$ cat config.mk
export PLATFORM = sky130hd
export DESIGN_NAME = seq_divider
export DESIGN_NICKNAME = d
export VERILOG_FILES = /design/src/rtl/seq_divider_pkg.sv /design/src/rtl/seq_divider_div_step.sv /design/src/rtl/seq_divider.sv
export SDC_FILE = /design/constraint.sdc
export NUM_CORES = 1
export LEC_CHECK = 0
export CAP_MARGIN = 10
export CORE_MARGIN = 5
export CORE_UTILIZATION = 35
export CTS_BUF_LIST = sky130_fd_sc_hd__clkbuf_4 sky130_fd_sc_hd__clkbuf_8
export DETAILED_ROUTE_END_ITERATION = 12
export GPL_ROUTABILITY_DRIVEN = 1
export GPL_TIMING_DRIVEN = 1
export PLACE_DENSITY_LB_ADDON = 0.05
export SYNTH_ARGS = -nofsm -noshare
export SYNTH_HDL_FRONTEND = slang
export SYNTH_HIERARCHICAL = 1
export SYNTH_SLANG_ARGS = --single-unit
export TNS_END_PERCENT = 1
$ cat constraint.sdc
create_clock -name clk_i -period 6.9 [get_ports clk_i]
set_input_delay 1.38 -clock clk_i [delete_from_list [all_inputs] [get_ports clk_i]]
set_output_delay 1.38 -clock clk_i [all_outputs]
set_load 0.01 [all_outputs]
$ cat src/rtl/seq_divider_pkg.sv
// seq_divider_pkg: shared width default, FSM encoding and counter sizing for seq_divider
package seq_divider_pkg;
  localparam int DEF_WIDTH = 32;
  typedef enum logic [1:0] {
    IDLE = 2'd0,
    RUN  = 2'd1,
    FIX  = 2'd2,
    DONE = 2'd3
  } state_e;
  function automatic int cnt_w(input int w);
    return $clog2(w + 1);
  endfunction
endpackage

$ cat src/rtl/seq_divider_div_step.sv
// seq_divider_div_step: one restoring shift-and-subtract iteration producing one quotient bit
module seq_divider_div_step
  import seq_divider_pkg::*;
#(
  parameter int WIDTH = DEF_WIDTH
) (
  input  logic [WIDTH-1:0] rem_i,
  input  logic [WIDTH-1:0] quot_i,
  input  logic [WIDTH-1:0] dvsr_i,
  output logic [WIDTH-1:0] rem_o,
  output logic [WIDTH-1:0] quot_o
);
  logic [WIDTH:0] shifted;
  logic [WIDTH:0] diff;
  assign shifted = {rem_i, quot_i[WIDTH-1]};
  // rem < divisor keeps a non-negative difference below 2^WIDTH, so bit WIDTH is the sign
  assign diff    = shifted - {1'b0, dvsr_i};
  assign rem_o   = diff[WIDTH] ? shifted[WIDTH-1:0] : diff[WIDTH-1:0];
  assign quot_o  = {quot_i[WIDTH-2:0], ~diff[WIDTH]};
endmodule

$ cat src/rtl/seq_divider.sv
// seq_divider: iterative signed/unsigned divider, one quotient bit per cycle, done pulse on completion
module seq_divider
  import seq_divider_pkg::*;
#(
  parameter int WIDTH = DEF_WIDTH
) (
  input  logic             clk_i,
  input  logic             rst_i,
  input  logic             start_i,
  input  logic             signed_i,
  input  logic [WIDTH-1:0] src1_i,
  input  logic [WIDTH-1:0] src2_i,
  output logic             busy_o,
  output logic             done_o,
  output logic [WIDTH-1:0] quot_o,
  output logic [WIDTH-1:0] rem_o,
  output logic             div_zero_o
);
  localparam int CW = cnt_w(WIDTH);
  state_e         state_q, state_d;
  logic [CW-1:0]  cnt_q, cnt_d;
  logic [WIDTH-1:0] rem_q, rem_d, quot_q, quot_d, dvsr_q, dvsr_d;
  logic [WIDTH-1:0] qo_q, qo_d, ro_q, ro_d;
  logic           qneg_q, qneg_d, rneg_q, rneg_d, dz_q, dz_d;
  logic [WIDTH-1:0] step_rem, step_quot;
  logic           s1_neg, s2_neg;
  seq_divider_div_step #(.WIDTH(WIDTH)) u_step (
    .rem_i  (rem_q),
    .quot_i (quot_q),
    .dvsr_i (dvsr_q),
    .rem_o  (step_rem),
    .quot_o (step_quot)
  );
  assign s1_neg = signed_i & src1_i[WIDTH-1];
  assign s2_neg = signed_i & src2_i[WIDTH-1];
  always_comb begin
    state_d = state_q;
    cnt_d   = cnt_q;
    rem_d   = rem_q;
    quot_d  = quot_q;
    dvsr_d  = dvsr_q;
    qneg_d  = qneg_q;
    rneg_d  = rneg_q;
    qo_d    = qo_q;
    ro_d    = ro_q;
    dz_d    = dz_q;
    case (state_q)
      IDLE: if (start_i) begin
        rem_d   = '0;
        quot_d  = s1_neg ? -src1_i : src1_i;
        dvsr_d  = s2_neg ? -src2_i : src2_i;
        qneg_d  = s1_neg ^ s2_neg;
        rneg_d  = s1_neg;
        cnt_d   = CW'(WIDTH);
        qo_d    = (src2_i == '0) ? '1 : '0;
        ro_d    = (src2_i == '0) ? src1_i : '0;
        dz_d    = (src2_i == '0);
        state_d = (src2_i == '0) ? DONE : RUN;
      end
      RUN: begin
        rem_d   = step_rem;
        quot_d  = step_quot;
        cnt_d   = cnt_q - CW'(1);
        state_d = (cnt_q == CW'(1)) ? FIX : RUN;
      end
      FIX: begin
        qo_d    = qneg_q ? -quot_q : quot_q;
        ro_d    = rneg_q ? -rem_q : rem_q;
        state_d = DONE;
      end
      default: state_d = IDLE;
    endcase
  end
  always_ff @(posedge clk_i or posedge rst_i) begin
    if (rst_i) begin
      state_q <= IDLE;
      cnt_q   <= '0;
      rem_q   <= '0;
      quot_q  <= '0;
      dvsr_q  <= '0;
      qneg_q  <= 1'b0;
      rneg_q  <= 1'b0;
      qo_q    <= '0;
      ro_q    <= '0;
      dz_q    <= 1'b0;
    end else begin
      state_q <= state_d;
      cnt_q   <= cnt_d;
      rem_q   <= rem_d;
      quot_q  <= quot_d;
      dvsr_q  <= dvsr_d;
      qneg_q  <= qneg_d;
      rneg_q  <= rneg_d;
      qo_q    <= qo_d;
      ro_q    <= ro_d;
      dz_q    <= dz_d;
    end
  end
  assign busy_o     = state_q != IDLE;
  assign done_o     = state_q == DONE;
  assign quot_o     = qo_q;
  assign rem_o      = ro_q;
  assign div_zero_o = dz_q;
endmodule

; ---- Yosys cells after proc, flatten, opt, wreduce, memory -nomap -nowiden
; Cells that the tools add are included.
[classes]
n_addsub = 6
n_eq_ne = 5
mux = 21
reduce_logical = 8
bitwise = 4
[op_table]
columns = op, count
row1 = 32-bit 2-to-1 mux, 11
row2 = 32-bit case mux with 2 select lines, 4
row3 = 32-bit negation, 4
row4 = 33-bit by 32-bit subtractor with 33-bit output, 1
row5 = 32-bit logical NOT, 1
row6 = 6-bit case mux with 2 select lines, 1
row7 = "6-bit by 1-bit equality test with 1-bit output, second input constant", 1
row8 = 2-bit 2-to-1 mux, 3
row9 = 6-bit 2-to-1 mux, 1
row10 = 2-bit case mux with 3 select lines, 1
row11 = 2-bit AND reduction, 3
row12 = 2-bit nonzero test, 3
row13 = "6-bit by 1-bit subtractor with 6-bit output, second input constant", 1
row14 = "2-bit equality test, second input constant", 2
row15 = 1-bit AND, 2
row16 = "2-bit by 1-bit equality test with 1-bit output, second input constant", 1
row17 = 2-bit logical NOT, 1
row18 = "2-bit != test, second input constant", 1
row19 = 1-bit NOT, 1
row20 = 1-bit bitwise XOR, 1
[word_totals]
input_bits = 68
word_cells = 54
regBits = 171
out_inout_bits = 67

; ---- Longest topological paths before layout
[depth]
ltp_word = 4
depth_mapped = 17
ltp_nobuf = 15

; ---- Modules after synthesis
; The synthesis kept the hierarchy.
[modules_own_cells]
columns = module, area_each_um2, seq_area_each_um2, cells_per_inst, n_inst
row1 = seq_divider, 9877.0, 4279.1, 1120, 1
row2 = seq_divider_div_step, 2591.2, 0.0, 336, 1

; ---- Least setup slack after synthesis
; No wires, ideal clock.
[synth_timing]
path_type = reg2reg
from = register quot_q[31]
to = register rem_q[10]
path_buffers = 2
t_required_ns = 6.783
path_stages_with_launch = 18
synth_period_minus_slack_ns = 3.356
t_arrival_ns = 3.239
setup_time_ns = 0.117
path_slack_ns = 3.544
cell_sequence = dfrtp_1 -> inv_1 -> ha_1 -> fa_1 -> and2b_1 -> o2111ai_2 -> a21oi_2 -> o2111ai_1 -> a211oi_2 -> nor2_4 -> mux2i_4 -> and2_4 -> buf_12 -> inv_8 -> buf_12 -> mux2_4 -> nand2_1 -> nand2_1
[synth_between]
elab_chain_len = 3
[synth_lines]
columns = item, line
row1 = "start, declared", seq_divider.sv:22  ; logic [WIDTH-1:0] rem_q, rem_d, quot_q, quot_d, dvsr_q, dvsr_d;
row2 = "start signal, assigned", seq_divider.sv:90  ; quot_q <= quot_d;
row3 = 33-bit by 32-bit subtractor with 33-bit output, seq_divider_div_step.sv:17  ; assign diff = shifted - {1'b0, dvsr_i};
row4 = 32-bit 2-to-1 mux, seq_divider_div_step.sv:18  ; assign rem_o = diff[WIDTH] ? shifted[WIDTH-1:0] : diff[WIDTH-1:0];
row5 = via step_rem[10], seq_divider.sv:25  ; logic [WIDTH-1:0] step_rem, step_quot;
row6 = 32-bit case mux with 2 select lines, seq_divider.sv:47  ; case (state_q)
row7 = "end signal, assigned", seq_divider.sv:89  ; rem_q <= rem_d;
row8 = "end, declared", seq_divider.sv:22
; The timed path passes the listed nets, and every way through them passes these cells.
; A chain may end at the register's enable or synchronous reset.

; ---- Worst setup path in the final report
[layout_timing]
from = register quot_q[31]
to = register rem_q[25]
; The elaborated chain is that of the path after synthesis.

==> summary.md <==
| Metric | Value |
|---|---|
| Power density over the cells | 533.1 nW/µm² |
| Die area | between 30000 and 40000 µm² |
| Mapped Area | 12470 µm² |
| Synth warnings | 6 |
| Sw Share | 46.62% |
| Mapped Nets | 1563 |
| Setup Skew | about 0.015 ns |
| Main flop type after synthesis | dfrtp_1 |
| Vias in the first global route | 10560 |
| Req. time, crit path | 7.29 ns |
| Synth cell types | 90 |
| Reg2Reg Setup Slack | around 2.8 ns |
| Int Power | approximately 4.1 mW |
| Worst-skew pair later-pin latency | 0.50 ns |
| FF+latch count, synth | 171 |
| Gate power share | 62.2% |
| Fillers | 3659 |
| Flop pwr share | between 20 and 30% |
| Worst-Margin Slew | between 1 and 1.5 ns |
| H-Tree Depth | 4 |
| Post-synth EDFFs | 0 |
| Post-CTS Setup Repair Bufs | 0 |
| Power share of the clock group | about a tenth |
| Outcome | finished, final reports clean |
| Post-layout util | 40.25% |
| Sequential share of the synthesized area | approximately a third |
| Root Driver | clkbuf_8 |
| # rows | 69 |
| Setup crit end kind | flip-flop |
| Relative slew margins | 29.06% |
| Die H | 198.7 µm |
| Diode count | 0 |
| Clk slew on worst S/H paths | 0.10 ns |
| TritonRoute pass-1 iters | 5 |
| TritonCTS clock tree | yes |
| VDD IR max | 0.2859 mV |
| Final instance area | 14250 µm² |
| IO Pins | 135 |
| Routability cong. | ~0.86 |
| Placed wire-length estimate | 28.20 mm |
| DR WL/cell | 19.28 µm |
| Synth async-reset ratio | 100.0% |
| Total track usage | just under 20% |
| CTS sink cnt | 171 |
| Max-cap viol count | 0 |
| Clock Path Buffers | 2 |
| Pre-CTS WS | 2.383 ns |
| Core area | 35400 µm² |
| Min-delay worst type | reg -> reg |
| Crit share post-route | 60.09% |
| CP Class | reg -> reg |
| Worst path arrival time | 4.54 ns |
| Worst setup margin | 2.753 ns |
| Pins over their slew limit | 0 |
| Initial Util | 35.22% |
| Crit start category | flip-flop |
| Setup TNS | 0 ns |
| RSZ-0062 raised after global routing | no |
| Die Width | about 200 µm |
| Via density | ~5.4 |
| Port bufs | 134 |
| Routed wire length | 38.10 mm |
| DRC | 0 |
| Hold Fails Final Rpt | 0 |
| CTS buffer count | 17 |
| ANT nets after route | 0 |
| CTS Hold Bufs | 0 |
| Gate Count Post-Synth | roughly 1500 |
| Crit path max fanout | 24 |
| Layout cells sized above 1 | 7.327% |
| # resized after CTS | 0 |
| Vias | 10680 |
| Fin crit period | 4.147 ns |
| Number of setup violations in the final report | 0 |
| P_sw | about 3.5 mW |
| Largest net degree at the start of global routing | between 80 and 90 |
| Net count, final | 1610 |
| Area post-placement | 13860 µm² |
| Mean Syn Cell Area | 8.563 µm² |
| P_leak | 5.989 nW |
| Gr ovfl total | 0 |
| Synthesis-to-layout area growth | 14.28% |
| Initial antenna violation count | 1 |
| Iteration-0 DRC Markers | around 730 |
| Fmax | 241.2 MHz |
| Global-route wire length before repair | between 60 and 70 mm |
[final cells by class]
cell class / count / area, µm² / area share [%]
repair buffers: 149 / 1454 / 10.20
clock buffers: 18 / 247.7 / 1.739
flip-flops and latches: 171 / 4279 / 30.03
clock inverters: 13 / 145.1 / 1.019
inverters: 53 / 211.5 / 1.484
multi-input cells: 1111 / 7335 / 51.48
well taps: 461 / 576.8 / 4.048
[cells by family (layout without fill, tap and decap cells)]
logic type	Yosys count	after routing	synth area share, %
and+or+nand+nor	500	500	19.81
buffers and inverters	174	233	7.105
muxes	44	44	4.435
adders and majority gates	39	39	3.974
DFF	171	171	34.32
AOI/OAI and AO/OA	408	408	21.93
xor gates and xnor gates	120	120	8.430
[layout by cell type, fill, tap and decap left out, types with 19 or more instances in the layout]
cell / instances
o41ai_1: 22
o21ai_0: 85
a21oi_1: 81
nand2_1: 198
nand3_1: 75
ha_1: 38
nor4_1: 20
xor2_1: 76
clkdlybuf4s50_1: 134
o21ai_1: 21
o31ai_1: 30
mux2i_1: 20
dfrtp_1: 171
a22oi_1: 53
nor2_1: 61
xnor2_1: 44
nor3_1: 29
inv_1: 51
mux2_4: 19
[critical path, stage by stage (launching register included)]
cell	delay, ns
dfrtp_1	0.61
inv_1	0.09
ha_1	0.24
fa_1	0.40
and2b_1	0.25
o2111ai_2	0.14
a21oi_2	0.23
o2111ai_1	0.25
a211oi_2	0.35
nor2_4	0.11
mux2i_4	0.43
and2_4	0.35
inv_8	0.13
mux2_4	0.31
nand2_1	0.06
nand2_1	0.06
[power groups by stage]
stage / clock (mW) / sequential [mW] / combinational [mW]
2_1_floorplan: 0 / 1.94 / 3.91
5_1_grt: 0.806 / 2.21 / 5.30
4_1_cts: 0.778 / 2.13 / 4.75
3_3_place_gp: 0 / 2.14 / 4.72
3_5_place_dp: 0 / 2.15 / 4.73
6_report: 0.749 / 2.12 / 4.72
[metrics by stage]
step | std cells | power (mW) | hold slack (ns)
2_1_floorplan | 1456 | 5.851 | 0.4458
3_3_place_gp | 1945 | 6.859 | 0.4523
3_5_place_dp | 1945 | 6.876 | 0.4586
4_1_cts | 1976 | 7.654 | 0.4806
5_1_grt | 1976 | 8.313 | 0.5051
6_report | 1976 | 7.596 | 0.4739
[sequential cells by signal, summed over array words and instances, names as in the netlist]
name	count
dvsr_q	32
quot_o	32
quot_q	32
rem_o	32
rem_q	32
cnt_q	6
state_q	2
div_zero_o	1
qneg_q	1
rneg_q	1
[synth_stat cells (6+ instances only)]
master / count / area, µm²
or3_1: 17 / 106.4
xor2_1: 76 / 665.6
o21ai_0: 85 / 425.4
a21o_1: 18 / 135.1
ha_1: 38 / 475.5
a22oi_1: 53 / 397.9
buf_4: 34 / 255.2
a21oi_1: 81 / 405.4
buf_1: 10 / 37.54
o211ai_1: 18 / 135.1
xnor2_1: 44 / 385.4
or2_2: 6 / 37.54
nand2b_1: 10 / 62.56
or4_1: 16 / 120.1
o41ai_1: 22 / 192.7
mux2i_1: 20 / 200.2
a31oi_1: 16 / 100.1
mux2_4: 19 / 285.3
nand4_1: 14 / 87.58
nor2_1: 64 / 240.2
clkbuf_1: 64 / 240.2
o31ai_1: 30 / 225.2
nand3_1: 75 / 375.4
nor4_1: 20 / 125.1
nand2_1: 198 / 743.2
o21a_1: 7 / 52.55
nor3_1: 29 / 145.1
inv_1: 52 / 195.2
a211oi_1: 8 / 60.06
o21ai_1: 21 / 105.1
and3_1: 6 / 37.54
dfrtp_1: 171 / 4279
[metal layers]
metal | track usage (%) | vias to the layer above | share of wire [%]
met3 | 2.439 | 30 | 2.7
met5 | 0 | - | 0.034
met2 | 32.87 | 185 | 49
met4 | 4.534 | 2 | 1.3
met1 | 26.23 | 5092 | 47
li1 | - | 5370 | -
[path summary, 6_finish.rpt]
path | startpoint | endpoint | cells after the start
setup / recovery | quot_q[31] | rem_q[25] | 15
hold / removal | quot_o[8] | quot_o[8] | 2
setup reg to reg | quot_q[31] | rem_q[25] | 15
hold reg to reg | quot_o[8] | quot_o[8] | 2
max in group asynchronous | rst_i | quot_q[18] | 3
min in group asynchronous | rst_i | quot_q[3] | 2
Power figures use the tool's default switching activity.
